File: src/rtl/stopwatch_core_pkg.sv
// Shared types and constants for the stopwatch control stage.
// State encodings are fixed so the display path and debug views agree on them.
package stopwatch_core_pkg;

   typedef enum logic [1:0] {
      ST_IDLE    = 2'd0,
      ST_RUN     = 2'd1,
      ST_RUN_LAP = 2'd2,
      ST_STOP    = 2'd3
   } sw_state_t;

   localparam int COUNT_W           = 16;
   localparam int DEFAULT_MAX_COUNT = 9999;

   function automatic logic is_running(input sw_state_t s);
      return (s == ST_RUN) || (s == ST_RUN_LAP);
   endfunction

endpackage

File: src/rtl/stopwatch_core_btn_conditioner.sv
// One raw push-button to a single-cycle press pulse: 2-flop synchronizer,
// debounce on the synchronized level, rising-edge pulse on accepted presses.
module btn_conditioner #(
   parameter int DEBOUNCE_CYCLES = 1_000_000
) (
   input  logic clk,
   input  logic rst,
   input  logic btn_raw,
   output logic press
);

   localparam int CNT_W = (DEBOUNCE_CYCLES > 1) ? $clog2(DEBOUNCE_CYCLES) : 1;
   localparam logic [CNT_W-1:0] CNT_LAST = CNT_W'(DEBOUNCE_CYCLES - 1);

   logic             sync_meta;
   logic             sync_lvl;
   logic             stable_lvl;
   logic [CNT_W-1:0] stable_cnt;

   // stable_cnt counts consecutive cycles the synchronized level disagrees
   // with the accepted level; any agreement (a bounce back) restarts it.
   always_ff @(posedge clk or negedge rst) begin
      if (!rst) begin
         sync_meta  <= 1'b0;
         sync_lvl   <= 1'b0;
         stable_lvl <= 1'b0;
         stable_cnt <= '0;
         press      <= 1'b0;
      end else begin
         sync_meta <= btn_raw;
         sync_lvl  <= sync_meta;
         press     <= 1'b0;
         if (sync_lvl == stable_lvl) begin
            stable_cnt <= '0;
         end else if (stable_cnt == CNT_LAST) begin
            stable_lvl <= sync_lvl;
            stable_cnt <= '0;
            press      <= sync_lvl;
         end else begin
            stable_cnt <= stable_cnt + CNT_W'(1);
         end
      end
   end

endmodule

File: src/rtl/stopwatch_core.sv
// Stopwatch control: start/stop/lap/clear FSM, 10 ms prescaler, count and
// lap registers, and the registered value presented to the display driver.
//
// state      | meaning
// -----------+-------------------------------------------------------
// ST_IDLE    | cleared, count held at 0, waiting for start
// ST_RUN     | counting, display shows live count
// ST_RUN_LAP | counting, display frozen on the lap register
// ST_STOP    | count held; resume unless overflowed, clear to IDLE
module stopwatch_core
   import stopwatch_core_pkg::*;
#(
   parameter int TICK_CYCLES     = 500_000,
   parameter int DEBOUNCE_CYCLES = 1_000_000,
   parameter int MAX_COUNT       = DEFAULT_MAX_COUNT
) (
   input  logic               clk,
   input  logic               rst,
   input  logic               i_btn_start_stop,
   input  logic               i_btn_lap,
   input  logic               i_btn_clear,
   output logic [COUNT_W-1:0] o_num,
   output logic               o_running,
   output logic               o_lap_active,
   output logic               o_overflow
);

   localparam int PRE_W = (TICK_CYCLES > 1) ? $clog2(TICK_CYCLES) : 1;
   localparam logic [PRE_W-1:0]   PRE_LAST    = PRE_W'(TICK_CYCLES - 1);
   localparam logic [COUNT_W-1:0] CNT_MAX     = COUNT_W'(MAX_COUNT);
   localparam logic [COUNT_W-1:0] CNT_PRE_MAX = COUNT_W'(MAX_COUNT - 1);

   logic               ss_press;
   logic               lap_press;
   logic               clr_press;
   sw_state_t          state;
   logic [PRE_W-1:0]   presc;
   logic [COUNT_W-1:0] count;
   logic [COUNT_W-1:0] lap_cnt;
   logic               tick;

   btn_conditioner #(.DEBOUNCE_CYCLES(DEBOUNCE_CYCLES)) u_btn_ss (
      .clk     (clk),
      .rst     (rst),
      .btn_raw (i_btn_start_stop),
      .press   (ss_press)
   );

   btn_conditioner #(.DEBOUNCE_CYCLES(DEBOUNCE_CYCLES)) u_btn_lap (
      .clk     (clk),
      .rst     (rst),
      .btn_raw (i_btn_lap),
      .press   (lap_press)
   );

   btn_conditioner #(.DEBOUNCE_CYCLES(DEBOUNCE_CYCLES)) u_btn_clr (
      .clk     (clk),
      .rst     (rst),
      .btn_raw (i_btn_clear),
      .press   (clr_press)
   );

   assign tick = is_running(state) && (presc == PRE_LAST);

   always_ff @(posedge clk or negedge rst) begin
      if (!rst) begin
         state        <= ST_IDLE;
         presc        <= '0;
         count        <= '0;
         lap_cnt      <= '0;
         o_overflow   <= 1'b0;
         o_running    <= 1'b0;
         o_lap_active <= 1'b0;
      end else begin
         presc <= '0;
         case (state)
            ST_IDLE: begin
               count <= '0;
               if (ss_press) begin
                  state     <= ST_RUN;
                  o_running <= 1'b1;
               end
            end
            ST_RUN, ST_RUN_LAP: begin
               presc <= tick ? '0 : presc + PRE_W'(1);
               // Terminal count overrides every button in the same cycle.
               if (tick && (count == CNT_PRE_MAX)) begin
                  count        <= CNT_MAX;
                  o_overflow   <= 1'b1;
                  state        <= ST_STOP;
                  o_running    <= 1'b0;
                  o_lap_active <= 1'b0;
                  presc        <= '0;
               end else begin
                  if (tick) begin
                     count <= count + COUNT_W'(1);
                  end
                  if (ss_press) begin
                     state        <= ST_STOP;
                     o_running    <= 1'b0;
                     o_lap_active <= 1'b0;
                     presc        <= '0;
                  end else if (lap_press) begin
                     if (state == ST_RUN) begin
                        lap_cnt      <= count;
                        state        <= ST_RUN_LAP;
                        o_lap_active <= 1'b1;
                     end else begin
                        state        <= ST_RUN;
                        o_lap_active <= 1'b0;
                     end
                  end
               end
            end
            ST_STOP: begin
               if (clr_press) begin
                  state      <= ST_IDLE;
                  count      <= '0;
                  o_overflow <= 1'b0;
               end else if (ss_press && !o_overflow) begin
                  state     <= ST_RUN;
                  o_running <= 1'b1;
               end
            end
            default: state <= ST_IDLE;
         endcase
      end
   end

   // Display register lags the count/lap/state registers by one cycle.
   always_ff @(posedge clk or negedge rst) begin
      if (!rst) begin
         o_num <= '0;
      end else begin
         o_num <= (state == ST_RUN_LAP) ? lap_cnt : count;
      end
   end

endmodule

File: config.mk
export PLATFORM = sky130hd
export DESIGN_NAME = stopwatch_core
export DESIGN_NICKNAME = d
export VERILOG_FILES = /design/src/rtl/stopwatch_core_pkg.sv /design/src/rtl/stopwatch_core_btn_conditioner.sv /design/src/rtl/stopwatch_core.sv
export SDC_FILE = /design/constraint.sdc
export NUM_CORES = 1
export LEC_CHECK = 0
export CORE_ASPECT_RATIO = 0.5
export CORE_MARGIN = 4
export CORE_UTILIZATION = 45
export CTS_BUF_LIST = sky130_fd_sc_hd__clkbuf_4
export CTS_CLUSTER_DIAMETER = 30
export DETAILED_ROUTE_END_ITERATION = 10
export PLACE_DENSITY = 0.74
export SLEW_MARGIN = 25
export SYNTH_ARGS = -nofsm -noshare
export SYNTH_HDL_FRONTEND = slang
export SYNTH_HIERARCHICAL = 1
export SYNTH_SLANG_ARGS = --single-unit
File: constraint.sdc
create_clock -name clk -period 2.35 [get_ports clk]
set_input_delay 0.3525 -clock clk [delete_from_list [all_inputs] [get_ports clk]]
set_output_delay 0.3525 -clock clk [all_outputs]
set_load 0.02 [all_outputs]
Word-level counts from Yosys, hierarchy flattened --
Index checks and enable logic that the tools add are counted.
Storage, ports and cells: register bits after elaboration 144, input bits 5
Cells by class: bitwise gates (word level) 5, add/subtract/negate cells 5, reduce and logical (&&, ||, !) cells 18, eq/ne operators 20, muxes and demuxes 42
Operators with widths (number):
- $mux W20 | 6
- $mux W19 | 4
- $mux W16 | 4
- $add A20 B1 Y20 const B | 3
- $eq A20 B20 Y1 const B | 3
- $pmux W16 S3 | 1
- $add A19 B1 Y19 const B | 1
- $eq A19 B19 Y1 const B | 1
- $mux W1 | 17
- $add A16 B1 Y16 const B | 1
- $eq A16 B14 Y1 const B | 1
- $mux W2 | 7
- $reduce_and A2 Y1 | 5
- $ne A2 B2 Y1 const B | 3
- $ne A3 B2 Y1 const B | 2
- $pmux W2 S3 | 1
- $reduce_and A3 Y1 | 2
- $not A1 Y1 | 5
- $reduce_and A5 Y1 | 1
- $eq A2 B2 Y1 const B | 2
- $ne A2 B1 Y1 const B | 2
- $ne A4 B2 Y1 const B | 1
- $reduce_and A4 Y1 | 1
- $eq A1 B1 Y1 | 3
- other kinds (11) | 13

Depth between registers and ports, before layout --
Gate-level depths: netlist (run 1).
depth in word-level cells 7, gate-level depth with buffers 9, mapped depth without buffers 7

By module --
Netlist (run 1), hierarchy kept.
Modules (own cells, without submodules):
- stopwatch_core | times used 1, cells each 315, area an instance 3423.3 sq um
- btn_conditioner | times used 3, cells each 116, area an instance 1136.1 sq um

Worst setup path before layout (run 1) --
No wires, ideal clock.
kind flip-flop to flip-flop, start register state[0], end register lap_cnt[10], buffers on the path 2, data arrival time 2133 ps, path slack 92 ps, data required time 2225 ps, cell stages (with the launch flop) 10, cell sequence dfrtp_1 inv_1 ha_1 nor4bb_1 nand4_1 nor3_1 or3_1 buf_2 buf_4 mux2_2
Between the ends: cells in the longest elaborated chain, start to end 6, elaborated cells on any way between the ends 8, classes of those cells eq/ne (2); bitwise (1); reduce/logical (5)
RTL lines:
- from (decl) | line stopwatch_core.sv:36 | sw_state_t state;
- from (signal assigned) | line stopwatch_core.sv:67 | state <= ST_IDLE;
- from (signal assigned) | line stopwatch_core.sv:80 | state <= ST_RUN;
- from (signal assigned) | line stopwatch_core.sv:90 | state <= ST_STOP;
- $eq A2 B1 Y1 or $eq A2 B2 Y1 (tied branches) | line stopwatch_core_pkg.sv:16, stopwatch_core.sv:76, stopwatch_core.sv:104
- $logic_or A1 B1 Y1 | line stopwatch_core_pkg.sv:16 | return (s == ST_RUN) || (s == ST_RUN_LAP);
- $logic_and A1 B1 Y1 | line stopwatch_core.sv:63 | assign tick = is_running(state) && (presc == PRE_LAST);
- $logic_and A1 B1 Y1 | line stopwatch_core.sv:87 | if (tick && (count == CNT_PRE_MAX)) begin
- $not A1 Y1 (no line)
- $reduce_and A5 Y1 (no line) (*)
- to (signal assigned) | line stopwatch_core.sv:105 | lap_cnt <= count;
- to (decl) | line stopwatch_core.sv:39 | logic [COUNT_W-1:0] lap_cnt;
Mark *: on every way between the ends. The rest lies on a longest branch, timed or not. A chain may end at the register's enable or synchronous reset.

Worst setup path after layout (run 1) --
start register presc[14], end register count[15]
Between the ends: cells in the longest elaborated chain, start to end 5, elaborated cells on any way between the ends 7, classes of those cells eq/ne (2); mux (2); reduce/logical (3)
RTL lines:
- from (decl) | line stopwatch_core.sv:37 | logic [PRE_W-1:0] presc;
- from (signal assigned) | line stopwatch_core.sv:85 | presc <= tick ? '0 : presc + PRE_W'(1);
- $eq A19 B19 Y1 (*) | line stopwatch_core.sv:63
- $logic_and A1 B1 Y1 (*) | line stopwatch_core.sv:63
- $logic_and A1 B1 Y1 | line stopwatch_core.sv:87
- $mux W16 or $ne A3 B3 Y1 (tied branches)
- $pmux W16 S3 or $reduce_and A2 Y1 (tied branches)
- to (signal assigned) | line stopwatch_core.sv:96 | count <= count + COUNT_W'(1);
- to (decl) | line stopwatch_core.sv:38 | logic [COUNT_W-1:0] count;
Marks and branches as above.

==> results.json, run 1 <==
{
  "switching_power_w": 0.00102,
  "boundaryPins": 24,
  "syn-cell-area_sq_um": 6830,
  "antenna_found_initial": 0,
  "power.density_nw_per_um2": 589,
  "avgSynthCellArea_sq_um": 10.3,
  "io_buffers": 23,
  "grt_pass1_wl_microns": 23300,
  "tightest_slew_ns": 0.744,
  "clock_sinks": 144,
  "overflow": 0,
  "nFillCells": 1255,
  "hpwl_microns": 8870,
  "rows": 31,
  "synth-seq-cells": 144,
  "crit_chain": "nor4bb_1 -> nand4_1 -> o31a_4 -> or4_1 -> a21oi_1",
  "first_pass_iters": 5,
  "clkLatencyLatePin_ns": 0.54,
  "wl_per_cell_microns": 14.3,
  "final_cell_mix": "144 x dfrtp_1, 70 x nor2_1, 37 x a21oi_1",
  "cts_inserted_buffers": 17,
  "p_comb_share_pct": 2.4,
  "cp-start-kind": "flop",
  "synth_top_cell_by_area": "dfrtp_1",
  "drc_errors": 0,
  "fin_skew_ns": 0.0188,
  "netlist.area_leader.share_pct": 52.7,
  "drive_gt1_share_pct": 16.7,
  "power_w": 0.00461,
  "htreeDepth": 4,
  "worstPathRequired_ns": 2.81,
  "synth_cell_types": 47,
  "cp.arrival_ns": 2.67,
  "maxSlewHeadroom_pct": 50.0,
  "via_per_inst": 5.53,
  "dr_wl_met2_microns": 6230,
  "clk_pin_slew_worst_paths_ns": 0.12,
  "max_freq_mhz": 453,
  "routed_wl_microns": 13100,
  "initial_utilization_pct": 46.6,
  "fin_util_pct": 53.4,
  "die-area_sq_um": 17300,
  "cts_root_buffer": "clkbuf_4",
  "die_x_microns": 182,
  "fin_cells": 912,
  "ir_worst_vdd_v": 0.000286,
  "yosysWarnings": 6,
  "synth.area.top_cells": "dfrtp_1 53%, mux2_2 5.1%, nor2_1 3.8%, xor2_1 3.3%, xnor2_1 3.1%",
  "dp_slack_ns": -0.0309,
  "rsz0062_at_grt": "no",
  "drtIter0Drc": 474,
  "worstPathMaxFanout": 23,
  "die_height_microns": 95.1,
  "cts_buffer_depth": 2,
  "layout_commonest_cell": "dfrtp_1",
  "cts_tree": "yes",
  "cp_slowest_cell": "or4_1",
  "synth-edff-count": 0,
  "seqPwrFrac_pct": 54.5,
  "sw_frac_of_total_pct": 22.0,
  "syn_nets": 679,
  "detailroute.via_count": 5046,
  "path_class": "reg2reg",
  "ys_async_sr_fraction_pct": 100,
  "hold_violations": 0,
  "fin_ws_ns": 0.143,
  "min_period_ns": 2.21,
  "highest_layer": "met4",
  "max_cap_violations": 0,
  "final-max-slew-violation-count": 0,
  "n_antenna_cell": 0,
  "period_share_pct": 93.9,
  "p_leak_nw": 3.26,
  "finalWeightedCongestion": 0.860,
  "drt-met1-wl_microns": 6240,
  "cpPeakStageDelay_ns": 0.54,
  "p_int_w": 0.00360,
  "ant_nets": 0,
  "synthToLayoutAreaGrowth_pct": 14.6,
  "final_nets": 717,
  "place_inst": 878,
  "setup.worst_path.end_class": "flop",
  "grt_max_degree": 54,
  "grt_pass1_vias": 5041,
  "setup-violations-final": 0,
  "grt_usage_pct": 16.3,
  "synth_ff_type": "dfrtp_1",
  "clockPowerShare_pct": 43.1,
  "core_sq_um": 14700,
  "dr_wl_met3_microns": 454,
  "syn_inst": 663,
  "hp-class": "in2reg",
  "status": "completed",
  "seq_area_frac_synth_pct": 52.7
}
## worst max-delay path, delay by kind of cell (launching register included)
kind,cells,cell delay (ns)
flip-flops,1,0.46
AND/OR/NAND/NOR,3,1.02
AO/OA/AOI/OAI,2,0.64
## what timing repair did
item / in CTS / in global routing
resized for setup: 1 / 7
setup endpoints to repair: 14 / 29
pin swaps: 0 / 2
hold buffers: 1 / 0
buffers inserted: 0 / 1
endpoints found under the hold margin: 50 / 0
## cells by family after synthesis
group                      synth area share (%)
adders and majority gates                  2.01
AOI/OAI and AO/OA                          9.25
muxes                                      5.40
xor gates and xnor gates                   6.41
DFF                                        52.7
and+or+nand+nor                            20.5
buffers and inverters                      3.72
## cell usage after synthesis, types with 2 or more instances
master	count
o21ai_0	34
nor4b_2	2
nor2_1	70
mux2i_1	2
nor2b_1	2
nor4bb_1	6
o311ai_0	2
xor2_1	26
a22o_1	2
inv_1	33
o31ai_1	17
o21bai_1	3
nand2_1	35
or3_1	10
nor3_1	10
o31a_1	2
dfrtp_1	144
or2_2	5
and4_1	5
xnor2_1	24
nor4_1	8
and3b_1	3
nand2b_1	2
buf_2	5
mux2_2	31
a21oi_1	37
ha_1	11
and3_1	7
or3_2	9
nand3_2	3
and3_2	3
and2_1	4
or4_1	21
nand4_1	18
clkbuf_1	23
nand3_1	33
## layout make-up
| class | count | area [sq um] | area share (%) |
|---|---|---|---|
| Clock buffer | 18 | 135 | 1.73 |
| Clock inverter | 14 | 239 | 3.05 |
| Inverter | 33 | 124 | 1.58 |
| Multi-Input combinational cell | 456 | 3010 | 38.5 |
| Sequential cell | 144 | 3600 | 46.0 |
| Tap cell | 198 | 248 | 3.16 |
| Timing Repair Buffer | 49 | 467 | 5.96 |
## metal layers
metal,track usage (%),vias up
li1,-,2424
met1,21.5,2518
met2,26.8,91
met3,3.62,13
met4,6.05,0
met5,0,-
## registers in the layout (all words and copies together) (netlist names), 2 cells and up
signal / cells
count: 16
lap_cnt: 16
o_num: 16
presc: 19
state: 2
u_btn_clr/stable_cnt: 20
u_btn_lap/stable_cnt: 20
u_btn_ss/stable_cnt: 20
## stage by stage
stage / cell area, sq um / setup TNS [ns] / hold WS, ns
final: 7830 / 0 / 0.244
after global routing: 7830 / 0 / 0.164
after CTS: 7790 / 0 / 0.205
after detailed placement: 7400 / -0.265 / 0.336
after global placement: 7400 / 0 / 0.336
after floorplan: 6830 / 0 / 0.0569
## final timing paths
path / startpoint / end / slack (ns) / depth (start not counted)
max: presc[14]$_DFF_PN0_ / count[15]$_DFFE_PN0P_ / 0.14 / 5
min: i_btn_lap / u_btn_lap/sync_meta$_DFF_PN0_ / 0.24 / 1
max reg2reg: presc[14]$_DFF_PN0_ / count[15]$_DFFE_PN0P_ / 0.14 / 5
min reg2reg: u_btn_ss/sync_meta$_DFF_PN0_ / u_btn_ss/sync_lvl$_DFF_PN0_ / 0.37 / 0
max in group asynchronous: rst / count[8]$_DFFE_PN0P_ / 1.41 / 3
min in group asynchronous: rst / u_btn_lap/stable_cnt[6]$_DFF_PN0_ / 0.31 / 2
## power groups by stage
stage,Clock [W],Sequential (W),Combinational (W)
after global routing,0.00216,0.00252,0.000130
final,0.00199,0.00251,0.000111
after floorplan,0,0.00256,0.0000356
after CTS,0.00203,0.00251,0.000116
after global placement,0,0.00256,0.000113
after detailed placement,0,0.00256,0.000115
Note: power is estimated with default switching activity, not from simulation.
==> run 2: changes to the inputs <==
Settings changed: MAX_ROUTING_LAYER set to met4.
==> run 2 against run 1 <==
  * Worst hold slack improved by 0.0048 ns
  * Die area did not move
  * Core utilization did not move
  * Sequential power barely moved
  * Cell area did not move
  * Global-route usage rose by 0.50 points
  * Critical path depth rose by 3
  * Clock-buffer cell count did not move
  * Critical endpoint is now lap_cnt[11]$_DFFE_PN0P_
  * Largest cell class unchanged
  * Largest power group unchanged
==> results.json, run 2 (synthesis results as in run 1) <==
{
  "fin_skew_ns": 0.0178,
  "rsz0062_at_grt": "no",
  "fin_ws_ns": 0.145,
  "io_buffers": 23,
  "via_per_inst": 5.52,
  "tightest_slew_ns": 0.740,
  "status": "completed",
  "power_w": 0.00461,
  "top_regs": "u_btn_clr/stable_cnt (20), u_btn_lap/stable_cnt (20), u_btn_ss/stable_cnt (20)",
  "grt_pass1_vias": 5035,
  "tns_ns": 0,
  "max_freq_mhz": 454,
  "p_leak_nw": 3.26,
  "hold_ws_ns": 0.249,
  "grt_pass1_wl_microns": 23300,
  "setup.worst_path.end_class": "flop",
  "detailroute.via_count": 5038,
  "maxSlewHeadroom_pct": 50.3,
  "endpoint": "lap_cnt[11]$_DFFE_PN0P_",
  "cp.arrival_ns": 2.63,
  "rows": 31,
  "wl_per_cell_microns": 14.4,
  "antenna_found_initial": 0,
  "htreeDepth": 4,
  "period_share_pct": 93.8,
  "drc_errors": 0,
  "synthToLayoutAreaGrowth_pct": 14.6,
  "hold_violations": 0,
  "cts_root_buffer": "clkbuf_4",
  "cp-start-kind": "flop",
  "setup-violations-final": 0,
  "power.density_nw_per_um2": 589,
  "cts_inserted_buffers": 17,
  "core_sq_um": 14700,
  "n_antenna_cell": 0,
  "worstPathMaxFanout": 13,
  "first_pass_iters": 5,
  "r2r_slack_ns": 0.15,
  "path_class": "reg2reg",
  "max_cap_violations": 0,
  "fin_cells": 912,
  "min_period_ns": 2.20,
  "finalWeightedCongestion": 0.874,
  "grt_usage_pct": 16.8,
  "final_cell_mix": "144 x dfrtp_1, 70 x nor2_1, 37 x a21oi_1",
  "ant_nets": 0,
  "worstPathRequired_ns": 2.77,
  "min_from": "i_btn_lap",
  "hp-class": "in2reg",
  "ff2ff_path_depth": 8,
  "nFillCells": 1255,
  "drtIter0Drc": 449,
  "hpwl_microns": 8870,
  "routed_wl_microns": 13100,
  "drive_gt1_share_pct": 16.7,
  "place_inst": 878,
  "cts_tree": "yes",
  "clock_sinks": 144,
  "die_height_microns": 95.1,
  "clk_pin_slew_worst_paths_ns": 0.12,
  "ir_worst_vdd_v": 0.000282,
  "clkLatencyLatePin_ns": 0.53,
  "cts_buffer_depth": 2,
  "die-area_sq_um": 17300,
  "crit-reg2reg-launch": "state[0]$_DFFE_PN0P_",
  "die_x_microns": 182,
  "dp_slack_ns": -0.0309,
  "initial_utilization_pct": 46.6,
  "grt_max_degree": 54,
  "final_nets": 717,
  "layout_commonest_cell": "dfrtp_1",
  "critPathLaunch": "state[0]$_DFFE_PN0P_",
  "reg2reg_to": "lap_cnt[11]$_DFFE_PN0P_",
  "overflow": 0,
  "boundaryPins": 24,
  "final-max-slew-violation-count": 0
}
run 2: report_power, final:
part           leakage [nW]  switching (W)  total (W)  internal, W
combinational          1.07      0.0000785   0.000111    0.0000329
clock                 0.200       0.000915    0.00199      0.00107
sequential             1.99      0.0000185    0.00251      0.00249
run 2: per-layer routing:
layer,part of all wire (%),up-vias,GRT usage [%]
li1,-,2430,-
met1,48,2517,21.6
met2,48,78,26.7
met3,2.8,13,3.28
met4,1.1,0,6.62
met5,0,-,-
run 2: stage by stage:
stage	area, sq um	utilization, %
global placement	7400	50.5
finish	7830	53.4
floorplan	6830	-
CTS	7790	53.1
global route	7830	53.4
detailed placement	7400	50.5
run 2: area by class of cell:
cell class	instances	area, sq um	area share, %
timing repair buffer	49	467	5.96
clock buffer	18	135	1.73
multi-input combinational	456	3010	38.5
inverter	33	124	1.58
clock inverter	14	239	3.05
tap	198	248	3.16
sequential	144	3600	46.0
run 2: critical path, cell delays in order (launching register included):
cell and delay [ns]:
dfrtp_1 0.40, inv_1 0.12, ha_4 0.30, nor4bb_2 0.20, nand4_1 0.19, nor3_2 0.23
or3_4 0.18, buf_12 0.14, mux2_2 0.33
run 2: timing repair:
action,in CTS,in global routing
setup buffers,0,1
endpoints found under the hold margin,50,0
endpoints found under the setup margin,14,29
pin swaps,0,2
hold buffers,1,0
gates resized for setup,1,7
run 2: worst min path at each step:
stage / slack (ns) / to / cells past startpoint
after floorplan: 0.06 / count[0]$_DFFE_PN0P_ / 0
after global placement: 0.34 / u_btn_lap/stable_cnt[6]$_DFF_PN0_ / 1
after detailed placement: 0.34 / u_btn_lap/stable_cnt[6]$_DFF_PN0_ / 1
after CTS: 0.20 / u_btn_lap/sync_meta$_DFF_PN0_ / 1
after global routing: 0.17 / u_btn_lap/sync_meta$_DFF_PN0_ / 1
final: 0.25 / u_btn_lap/sync_meta$_DFF_PN0_ / 1
==> run 3: changes to the inputs <==
Settings changed: CTS_CLUSTER_SIZE set to 20.
==> results of run 3 <==
Same layout as run 2: the final DEF is identical, and so are final timing and power.
